## config.mk

```make
export PLATFORM = sky130hd
export DESIGN_NAME = ps2_code_lock
export DESIGN_NICKNAME = d
export VERILOG_FILES = /design/src/rtl/ps2_pkg.sv /design/src/rtl/down_timer.sv /design/src/rtl/ps2_code_lock.sv
export SDC_FILE = /design/constraint.sdc
export NUM_CORES = 1
export LEC_CHECK = 0
export CELL_PAD_IN_SITES_DETAIL_PLACEMENT = 1
export CELL_PAD_IN_SITES_GLOBAL_PLACEMENT = 1
export CORE_MARGIN = 1
export CORE_UTILIZATION = 35
export CTS_CLUSTER_DIAMETER = 50
export CTS_CLUSTER_SIZE = 28
export DETAILED_ROUTE_END_ITERATION = 7
export PLACE_DENSITY_LB_ADDON = 0.1
export SLEW_MARGIN = 5
export SYNTH_ARGS = -nofsm -noshare
export SYNTH_HDL_FRONTEND = slang
export SYNTH_HIERARCHICAL = 1
export SYNTH_SLANG_ARGS = --single-unit
```

## constraint.sdc

```tcl
create_clock -name clk -period 4.9 [get_ports clk]
set_clock_uncertainty 0.05 [all_clocks]
set_input_delay 0.49 -clock clk [delete_from_list [all_inputs] [get_ports clk]]
set_output_delay 0.49 -clock clk [all_outputs]
set_load 0.05 [all_outputs]
```

## src/rtl/ps2_pkg.sv

```systemverilog
// ---------------------------------------------------------------------------
// ps2_pkg
// Shared definitions for the PS/2 code-lock slice:
//   lock_state_t  - code-lock FSM states
//   SC_BREAK      - break prefix scan code (F0 xx = key released)
//   SC_EXT        - extended prefix scan code (E0)
//   max_int       - helper used to size the shared duration timer
// ---------------------------------------------------------------------------
package ps2_pkg;

    typedef enum logic [2:0] {
        COLLECT = 3'd0,
        SKIP    = 3'd1,
        CHECK   = 3'd2,
        OPEN    = 3'd3,
        LOCKOUT = 3'd4
    } lock_state_t;

    localparam logic [7:0] SC_BREAK = 8'hF0;
    localparam logic [7:0] SC_EXT   = 8'hE0;

    function automatic int max_int(input int a, input int b);
        return (a > b) ? a : b;
    endfunction

endpackage

```

## src/rtl/down_timer.sv

```systemverilog
// ---------------------------------------------------------------------------
// down_timer
// Loadable down counter that saturates at zero. After a load of N the
// expired_o flag is high during the N-th cycle following the load cycle,
// for exactly one cycle, so "N cycles have elapsed" can be acted on
// directly in that cycle. A zero count means idle (no further expiry).
// Ports:
//   clk        in  clock
//   rst        in  asynchronous active-high reset (count cleared)
//   load_i     in  load value_i into the counter this cycle
//   value_i    in  WIDTH-bit reload value
//   expired_o  out one-cycle pulse when the loaded duration has elapsed
// ---------------------------------------------------------------------------
module down_timer #(
    parameter int WIDTH = 8
) (
    input  logic             clk,
    input  logic             rst,
    input  logic             load_i,
    input  logic [WIDTH-1:0] value_i,
    output logic             expired_o
);

    logic [WIDTH-1:0] count_q;

    always_ff @(posedge clk or posedge rst) begin
        if (rst) begin
            count_q <= '0;
        end else if (load_i) begin
            count_q <= value_i;
        end else if (count_q != '0) begin
            count_q <= count_q - WIDTH'(1);
        end
    end

    // The last counted cycle is the one where the count reads 1.
    assign expired_o = (count_q == WIDTH'(1));

endmodule

```

## src/rtl/ps2_code_lock.sv

```systemverilog
// ---------------------------------------------------------------------------
// ps2_code_lock
// Code-lock engine sitting behind the PS/2 receive FIFO (sys_clk domain).
// Collects CODE_LEN make codes (break and extended prefixes skipped),
// compares the entry with a programmable password, opens for OPEN_CYCLES
// on a match, and after MAX_FAILS consecutive failures discards all input
// for LOCKOUT_CYCLES. A partial entry left idle for TIMEOUT_CYCLES is
// abandoned without counting a failure.
// Ports:
//   clk         in  system clock
//   rst         in  asynchronous active-high reset
//   code_valid  in  FIFO holds a scan code
//   code        in  scan code at the FIFO head
//   code_ready  out FIFO read enable; byte consumed when valid & ready
//   password    in  [CODE_LEN-1:0][7:0], [0] is the first key
//   progress    out thermometer of accepted keys in the current entry
//   unlocked    out high for exactly OPEN_CYCLES after a match
//   locked_out  out high during lockout
//   fail_count  out consecutive failed entries, saturating at MAX_FAILS
// ---------------------------------------------------------------------------
module ps2_code_lock
    import ps2_pkg::*;
#(
    parameter int CODE_LEN       = 4,
    parameter int MAX_FAILS      = 3,
    parameter int OPEN_CYCLES    = 1000,
    parameter int LOCKOUT_CYCLES = 50_000_000,
    parameter int TIMEOUT_CYCLES = 25_000_000
) (
    input  logic                             clk,
    input  logic                             rst,
    input  logic                             code_valid,
    input  logic [7:0]                       code,
    output logic                             code_ready,
    input  logic [CODE_LEN-1:0][7:0]         password,
    output logic [CODE_LEN-1:0]              progress,
    output logic                             unlocked,
    output logic                             locked_out,
    output logic [$clog2(MAX_FAILS+1)-1:0]   fail_count
);

    localparam int TMO_W  = $clog2(TIMEOUT_CYCLES) + 1;
    localparam int DUR_W  = $clog2(max_int(OPEN_CYCLES, LOCKOUT_CYCLES)) + 1;
    localparam int FAIL_W = $clog2(MAX_FAILS + 1);
    localparam int KW     = (CODE_LEN > 1) ? $clog2(CODE_LEN) : 1;

    lock_state_t                 state_q, state_d;
    logic [KW-1:0]               k_q, k_d;
    logic [CODE_LEN-1:0]         progress_q, progress_d;
    logic [CODE_LEN-1:0][7:0]    entry_q, entry_d;
    logic [FAIL_W-1:0]           fail_q, fail_d;

    logic                        accept;
    logic                        tmo_load;
    logic                        tmo_expired;
    logic                        dur_load;
    logic [DUR_W-1:0]            dur_value;
    logic                        dur_expired;

    // The FIFO must not be drained while reset is held, so ready is gated
    // by rst as well as by state (the async reset only parks the state).
    assign code_ready = !rst && ((state_q == COLLECT) || (state_q == SKIP) ||
                                 (state_q == LOCKOUT));
    assign accept     = code_valid && code_ready;

    // Inter-key timeout: restarted by every byte consumed while an entry is
    // being collected, so a byte landing in the expiry cycle wins.
    down_timer #(.WIDTH(TMO_W)) u_timeout (
        .clk       (clk),
        .rst       (rst),
        .load_i    (tmo_load),
        .value_i   (TMO_W'(TIMEOUT_CYCLES)),
        .expired_o (tmo_expired)
    );

    // OPEN and LOCKOUT never overlap, so one timer serves both durations.
    down_timer #(.WIDTH(DUR_W)) u_duration (
        .clk       (clk),
        .rst       (rst),
        .load_i    (dur_load),
        .value_i   (dur_value),
        .expired_o (dur_expired)
    );

    // Next-state logic for the lock FSM, entry buffer and failure counter.
    always_comb begin
        state_d    = state_q;
        k_d        = k_q;
        progress_d = progress_q;
        entry_d    = entry_q;
        fail_d     = fail_q;
        tmo_load   = 1'b0;
        dur_load   = 1'b0;
        dur_value  = '0;

        case (state_q)
            COLLECT: begin
                if (accept) begin
                    tmo_load = 1'b1;
                    if (code == SC_BREAK) begin
                        state_d = SKIP;
                    end else if (code != SC_EXT) begin
                        entry_d[k_q]    = code;
                        progress_d[k_q] = 1'b1;
                        if (k_q == KW'(CODE_LEN - 1)) begin
                            state_d = CHECK;
                        end else begin
                            k_d = k_q + KW'(1);
                        end
                    end
                end else if (tmo_expired && (k_q != '0)) begin
                    k_d        = '0;
                    progress_d = '0;
                end
            end

            SKIP: begin
                if (accept) begin
                    tmo_load = 1'b1;
                    state_d  = COLLECT;
                end else if (tmo_expired && (k_q != '0)) begin
                    k_d        = '0;
                    progress_d = '0;
                    state_d    = COLLECT;
                end
            end

            CHECK: begin
                k_d        = '0;
                progress_d = '0;
                if (entry_q == password) begin
                    fail_d    = '0;
                    state_d   = OPEN;
                    dur_load  = 1'b1;
                    dur_value = DUR_W'(OPEN_CYCLES);
                end else if (fail_q == FAIL_W'(MAX_FAILS - 1)) begin
                    fail_d    = FAIL_W'(MAX_FAILS);
                    state_d   = LOCKOUT;
                    dur_load  = 1'b1;
                    dur_value = DUR_W'(LOCKOUT_CYCLES);
                end else begin
                    fail_d  = fail_q + FAIL_W'(1);
                    state_d = COLLECT;
                end
            end

            OPEN: begin
                if (dur_expired) begin
                    state_d = COLLECT;
                end
            end

            LOCKOUT: begin
                if (dur_expired) begin
                    fail_d  = '0;
                    state_d = COLLECT;
                end
            end

            default: begin
                state_d = COLLECT;
            end
        endcase
    end

    // State registers.
    always_ff @(posedge clk or posedge rst) begin
        if (rst) begin
            state_q    <= COLLECT;
            k_q        <= '0;
            progress_q <= '0;
            entry_q    <= '0;
            fail_q     <= '0;
        end else begin
            state_q    <= state_d;
            k_q        <= k_d;
            progress_q <= progress_d;
            entry_q    <= entry_d;
            fail_q     <= fail_d;
        end
    end

    assign progress   = progress_q;
    assign unlocked   = (state_q == OPEN);
    assign locked_out = (state_q == LOCKOUT);
    assign fail_count = fail_q;

endmodule

```

==> impl_metrics.yaml, run 1 <==
grt:
  busiest_layer: "met2"
  first_global_vias: 5076
  grtUsageMet1_pct: 24.1
  grt_util_all_layers_pct: 18.9
  overflow: 0
  use_met2_pct: 32.7
  grt_pass1_wl_um: 26400
  grtUsageMet3_pct: 2.92
  grt_start_max_net_pins: 49
  initial_antenna_violation_count: 0
floorplanning:
  row_count: 47
  fp.dieH_um: 132
  core-area_um2: 16600
  initial_core_util_pct: 35.8
  die_area_um2: 17500
  die_width_um: 132
  io_pins: 52
setup_path:
  start_kind: "input pin"
  rr_worst_depth: 8
  end_kind: "flip-flop"
  r2r_end: "state_q[0]"
  crit_fanout: 39
  worstPathRequired_ns: 5.11
  critical_path_arrival_ns: 3.66
  r2r_slack_ns: 1.56
  worst-setup-path-type: "input pin to flip-flop"
  reg2reg_from: "u_timeout/count_q[19]"
final_layout:
  drive_gt1_share_pct: 13.7
  postLayoutCellArea_um2: 7060
  finish.net_count: 710
  area_growth_pct: 19.0
  mostFrequentLayoutCells: "sky130_fd_sc_hd__dfrtp_1 (96), sky130_fd_sc_hd__nand2_1 (51), sky130_fd_sc_hd__clkdlybuf4s50_1 (51)"
  antenna_cells: 0
  layout.cells.most_common: "sky130_fd_sc_hd__dfrtp_1"
timing:
  sum_neg_setup_slack_ns: 0
  peak_freq_mhz: 290
  setup_repair_after_global_routing_missed_its_margin: "no"
  layout_min_cycle_time_ns: 3.45
  finalMaxSlewViolations: 0
  final-hold-violation-count: 0
  max_slew.worst_pin.slew_ns: 1.11
  timing.final.crit_share_pct: 70.4
  max_slew_margin_pct: 26.2
  finalSetupViolCount: 0
clocking:
  cts_hold_buf: 0
  numCtsBuffers: 9
  clock_sink_count: 96
  clk_pin_slew_ns: 0.07
  cts_resized: 0
  clock_tree_from_tritoncts: "done"
  number_of_buffers_added_for_setup_after_cts: 0
  clk-insertion-delay-late_ns: 0.35
  cts_htree_levels: 3
  clk_root_buffer_cell: "sky130_fd_sc_hd__clkbuf_16"
  ctsLongestPathBuffers: 2
run:
  max_cap_violations: 0
yosys:
  synthXorXnorAreaFrac_pct: 7.67
  synthDistinctLibCells: 79
  synthesis.area_per_instance_um2: 10.3
  synth-edff-count: 0
  async_reset_ff_share_pct: 100
  synth_seq_area_share_pct: 40.5
  synth-simple-area-share_pct: 22.9
  yosys.area_share.adder_pct: 1.90
  yosys_most_used_dff: "sky130_fd_sc_hd__dfrtp_1"
  ys_ff_latch: 96
  syn_area_um2: 5940
  yosys_warnings: 6
  synth.mux.area_fraction_pct: 8.90
  dominant_combinational_cell_family_by_area_after_synthesis: "simple AND/OR/NAND/NOR gates"
  synth_compound_gate_area_share_pct: 14.8
  syn_inst: 578
drt:
  routed_via_density: 5.36
  remaining_drc_errors: 0
  via_count: 4730
  drt-wirelength-per-cell_um: 17.7
  final_antenna_net_count: 0
  route.final.wire_length_um: 15700
  drt_pass1_iterations: 4
  drt_first_iter_violations: 214
placement:
  placed_standard_cell_area_um2: 6790
  dp_hpwl_um: 11500
  routabilityCongestion: 0.768
  io_buffers: 51
outcome:
  run_status: "completed"
power_and_ir_drop:
  p_per_area_nw_per_um2: 523
  power.ir.vdd_worst_mv: 0.207
  power_leakage_nw: 2.93
min_path:
  worstHoldPathCells: 2
  hold_path_startpoint: "progress[3]"
  timing.hold.worst_endpoint: "progress[3]"
  min_path_type: "flip-flop to flip-flop"
kinds of logic (layout without fill, tap and decap cells):
kind of cell / count (synthesis) / after routing
xor+xnor: 52 / 52
other cells: 2 / 36
mux: 36 / 36
flops: 96 / 96
simple gates: 217 / 217
buf+inv: 43 / 94
compound gates: 123 / 123
fa+ha+maj: 9 / 9
area by class of cell:
type	instances	area, um2
clock inverters	6	46.3
clock buffers	10	229
well taps	220	275
flip-flops and latches	96	2400
fillers	1861	9520
inverters	21	78.8
repair buffers	57	556
multi-input cells	473	3470
registers in the layout, summed over array words and instances (netlist names):
name                flops
u_duration/count_q     27
progress                4
fail_count              2
state_q                 3
entry_q                32
k_q                     2
u_timeout/count_q      26
per-stage QoR:
stage / total power [W] / util (%) / setup slack (ns) / hold slack (ns) / std cells
2_1_floorplan: 0.00262 / - / 1.74 / 0.451 / 612
4_1_cts: 0.00374 / 42.6 / 1.42 / 0.475 / 883
5_1_grt: 0.00397 / 42.6 / 1.16 / 0.499 / 883
3_3_place_gp: 0.00296 / 40.9 / 1.24 / 0.438 / 867
6_report: 0.00370 / 42.6 / 1.45 / 0.464 / 883
3_5_place_dp: 0.00304 / 40.9 / 1.10 / 0.453 / 867
per-layer routing:
layer,up-vias,wire [um],share of wire (%)
li1,2266,-,-
met4,0,267,1.7
met5,-,0,0
met3,18,434,2.8
met1,2380,7200,46
met2,66,7750,50
power by group:
group	internal (W)	switching, W
logic	0.000721	0.000750
registers	0.00114	0.000416
clock network	0.000347	0.000322
Yosys cell counts (all sizes together) (2+ instances only):
cell | instances | area, um2
o21a | 3 | 22.5
a311oi | 2 | 23.8
buf | 10 | 68.8
inv | 19 | 71.3
o21ai | 27 | 143
a21oi | 17 | 85.1
nand4 | 11 | 75.1
o31ai | 17 | 128
and4 | 6 | 52.6
clkinv | 2 | 7.51
and3 | 3 | 18.8
ha | 9 | 113
a221oi | 2 | 17.5
nor2b | 2 | 15.0
o21bai | 4 | 30.0
a31oi | 10 | 62.6
a2111oi | 4 | 53.8
conb | 2 | 7.51
nor2 | 37 | 149
o31a | 2 | 17.5
nand3 | 10 | 50.1
or4 | 12 | 97.6
xnor2 | 10 | 87.6
clkbuf | 12 | 45.0
and2 | 7 | 43.8
nor4b | 3 | 41.3
a211oi | 5 | 37.5
o41ai | 6 | 52.6
or3 | 7 | 53.8
o311ai | 4 | 35.0
nand2 | 56 | 278
or3b | 3 | 26.3
o211ai | 10 | 80.1
nor3 | 21 | 120
nor3b | 6 | 60.1
xor2 | 42 | 368
nand2b | 6 | 37.5
nor4 | 21 | 186
dfrtp | 96 | 2400
mux2 | 35 | 518
o2111ai | 2 | 17.5
worst max-delay path, cell delays in order:
cell                              delay (ns)
sky130_fd_sc_hd__clkdlybuf4s50_1        0.42
sky130_fd_sc_hd__xor2_1                 0.16
sky130_fd_sc_hd__nor4_1                 0.42
sky130_fd_sc_hd__nand4_1                0.27
sky130_fd_sc_hd__nor2_1                 0.35
sky130_fd_sc_hd__o21a_1                 0.16
sky130_fd_sc_hd__buf_4                  0.34
sky130_fd_sc_hd__clkinv_1               0.51
sky130_fd_sc_hd__nand4_1                0.25
sky130_fd_sc_hd__o21ai_0                0.12
sky130_fd_sc_hd__a21oi_1                0.16
worst max path at each step:
stage,start,end
after detailed placement,password[22],u_duration/count_q[19]
after CTS,password[22],u_duration/count_q[19]
after global routing,password[0],u_duration/count_q[21]
after floorplan,rst,u_timeout/count_q[13]
after global placement,password[22],u_duration/count_q[11]
final,password[22],u_duration/count_q[19]
(Power assumes the default switching activity.)
==> run 2: changes to the inputs <==
- clock period: 4.9 -> 2.79 ns (I/O delays scaled with it)
==> run 2 against run 1 <==
Compared with the run above: combinational power up 86%; non-clock buffer count up 30; via count up 1.3%; power up 87%; routed wire length up 1.2%; clock power up 120%; critical path depth down 3; die area unchanged; critical path type is now flip-flop to flip-flop; highest routed layer unchanged.
==> impl_metrics.yaml, run 2 (same netlist as run 1, synthesis figures left out) <==
timing:
  finalHoldWorstSlack_ns: 0.459
  setup_repair_after_global_routing_missed_its_margin: "no"
  layout_min_cycle_time_ns: 2.58
  finalSetupViolCount: 0
  peak_freq_mhz: 388
  timing.final.crit_share_pct: 92.4
  max_slew_margin_pct: 41.5
  max_slew.worst_pin.slew_ns: 0.874
  finalMaxSlewViolations: 0
  sum_neg_setup_slack_ns: 0
  final-hold-violation-count: 0
setup_path:
  end_kind: "flip-flop"
  r2r_end: "state_q[0]"
  critical_path_arrival_ns: 2.76
  worst-setup-path-type: "flip-flop to flip-flop"
  worstPathRequired_ns: 2.98
  critical_path.max_stage_delay_ns: 0.46
  rr_worst_depth: 8
  critical_path_start: "u_timeout/count_q[19]"
  r2r_slack_ns: 0.21
  reg2reg_from: "u_timeout/count_q[19]"
  critical_path.slowest_cell: "sky130_fd_sc_hd__dfrtp_1"
  start_kind: "flip-flop"
  crit_fanout: 5
  path_cells: "nor4_4 > nand4_1 > nor3_2 > nor2b_2 > a2111oi_0 > a211o_1 > a21oi_2 > mux2_4"
grt:
  first_global_vias: 5074
  grt_pass1_wl_um: 26600
  grt_util_all_layers_pct: 19.1
  initial_antenna_violation_count: 0
  overflow: 0
  grt_start_max_net_pins: 44
power_and_ir_drop:
  p_per_area_nw_per_um2: 934
  power_leakage_nw: 3.12
  power.ir.vdd_worst_mv: 0.371
final_layout:
  mostFrequentLayoutCells: "sky130_fd_sc_hd__dfrtp_1 (96), sky130_fd_sc_hd__nand2_1 (51), sky130_fd_sc_hd__clkdlybuf4s50_1 (50)"
  final-instance-count-excl-fill: 912
  largest_register: "entry_q"
  area_growth_pct: 24.5
  drive_gt1_share_pct: 18.4
  number_of_flip_flops_in_the_largest_register: 32
  layout.core_utilization_pct: 44.5
  antenna_cells: 0
  finish.net_count: 740
  layout.cells.most_common: "sky130_fd_sc_hd__dfrtp_1"
  largestRegisters: "entry_q x32, u_duration/count_q x27, u_timeout/count_q x26"
floorplanning:
  fp.dieH_um: 132
  core-area_um2: 16600
  initial_core_util_pct: 35.8
  die_width_um: 132
  row_count: 47
  die_area_um2: 17500
  io_pins: 52
clocking:
  clock_sink_count: 96
  clk_root_buffer_cell: "sky130_fd_sc_hd__clkbuf_16"
  cts_htree_levels: 3
  cts_hold_buf: 0
  clk-insertion-delay-late_ns: 0.35
  ctsLongestPathBuffers: 2
  numCtsBuffers: 9
  clock_tree_from_tritoncts: "done"
  clk_pin_slew_ns: 0.07
drt:
  drt-wirelength-per-cell_um: 17.4
  final_antenna_net_count: 0
  remaining_drc_errors: 0
  via_count: 4790
  drt_first_iter_violations: 175
  route.final.wire_length_um: 15900
  drt_pass1_iterations: 4
  routed_via_density: 5.25
outcome:
  run_status: "completed"
placement:
  io_buffers: 51
  place_inst: 895
  routabilityCongestion: 0.790
  dp_hpwl_um: 11600
run:
  max_cap_violations: 0
min_path:
  min_path_type: "input pin to async pin"
-- run 2: what timing repair did --
action                     in CTS  in global routing
setup buffers                   0                  2
setup endpoints to repair       0                  2
gates resized for setup         0                  5
-- run 2: how the worst max path moves through the flow --
stage                                        end  slack [ns]  depth (start not counted)
after CTS                             state_q[0]        0.03                          8
after global routing                  state_q[0]        0.03                          8
after floorplan                       state_q[0]        0.11                          6
after global placement    u_duration/count_q[11]        0.05                          9
final                                 state_q[0]        0.21                          8
after detailed placement  u_duration/count_q[19]        0.03                         11
-- run 2: critical path, delay by kind of cell, from the launching register on --
family / cells / cell delay, ns
flip-flops: 1 / 0.46
AND/OR/NAND/NOR: 4 / 1.05
multiplexers: 1 / 0.31
AO/OA/AOI/OAI: 3 / 0.60
-- run 2: stage by stage --
step | area (um2) | total power [W] | setup WS [ns]
2_1_floorplan | 6070 | 0.00460 | 0.112
3_3_place_gp | 7010 | 0.00533 | 0.0537
3_5_place_dp | 7010 | 0.00546 | 0.0323
4_1_cts | 7340 | 0.00694 | 0.0347
5_1_grt | 7390 | 0.00737 | 0.0344
6_report | 7390 | 0.00690 | 0.213
-- run 2: metal layers --
metal | track usage, % | wire length, um | vias up
met1 | 25.1 | 7530 | 2400
met4 | 6.77 | 257 | 0
met2 | 31.7 | 7570 | 59
met3 | 3.38 | 487 | 17
li1 | - | - | 2314
met5 | 0 | 0 | -
-- run 2: report_power, final --
part           switching (W)  internal (W)
Sequential          0.000730       0.00200
Combinational        0.00135       0.00138
Clock               0.000562      0.000874
-- run 2: cell type report --
type	count	area [um2]
clock inverter	5	106
multi-input combinational	473	3500
clock buffer	10	229
timing repair buffer	87	791
sequential	96	2400
inverter	21	82.6
fill	1863	9200
tap	220	275
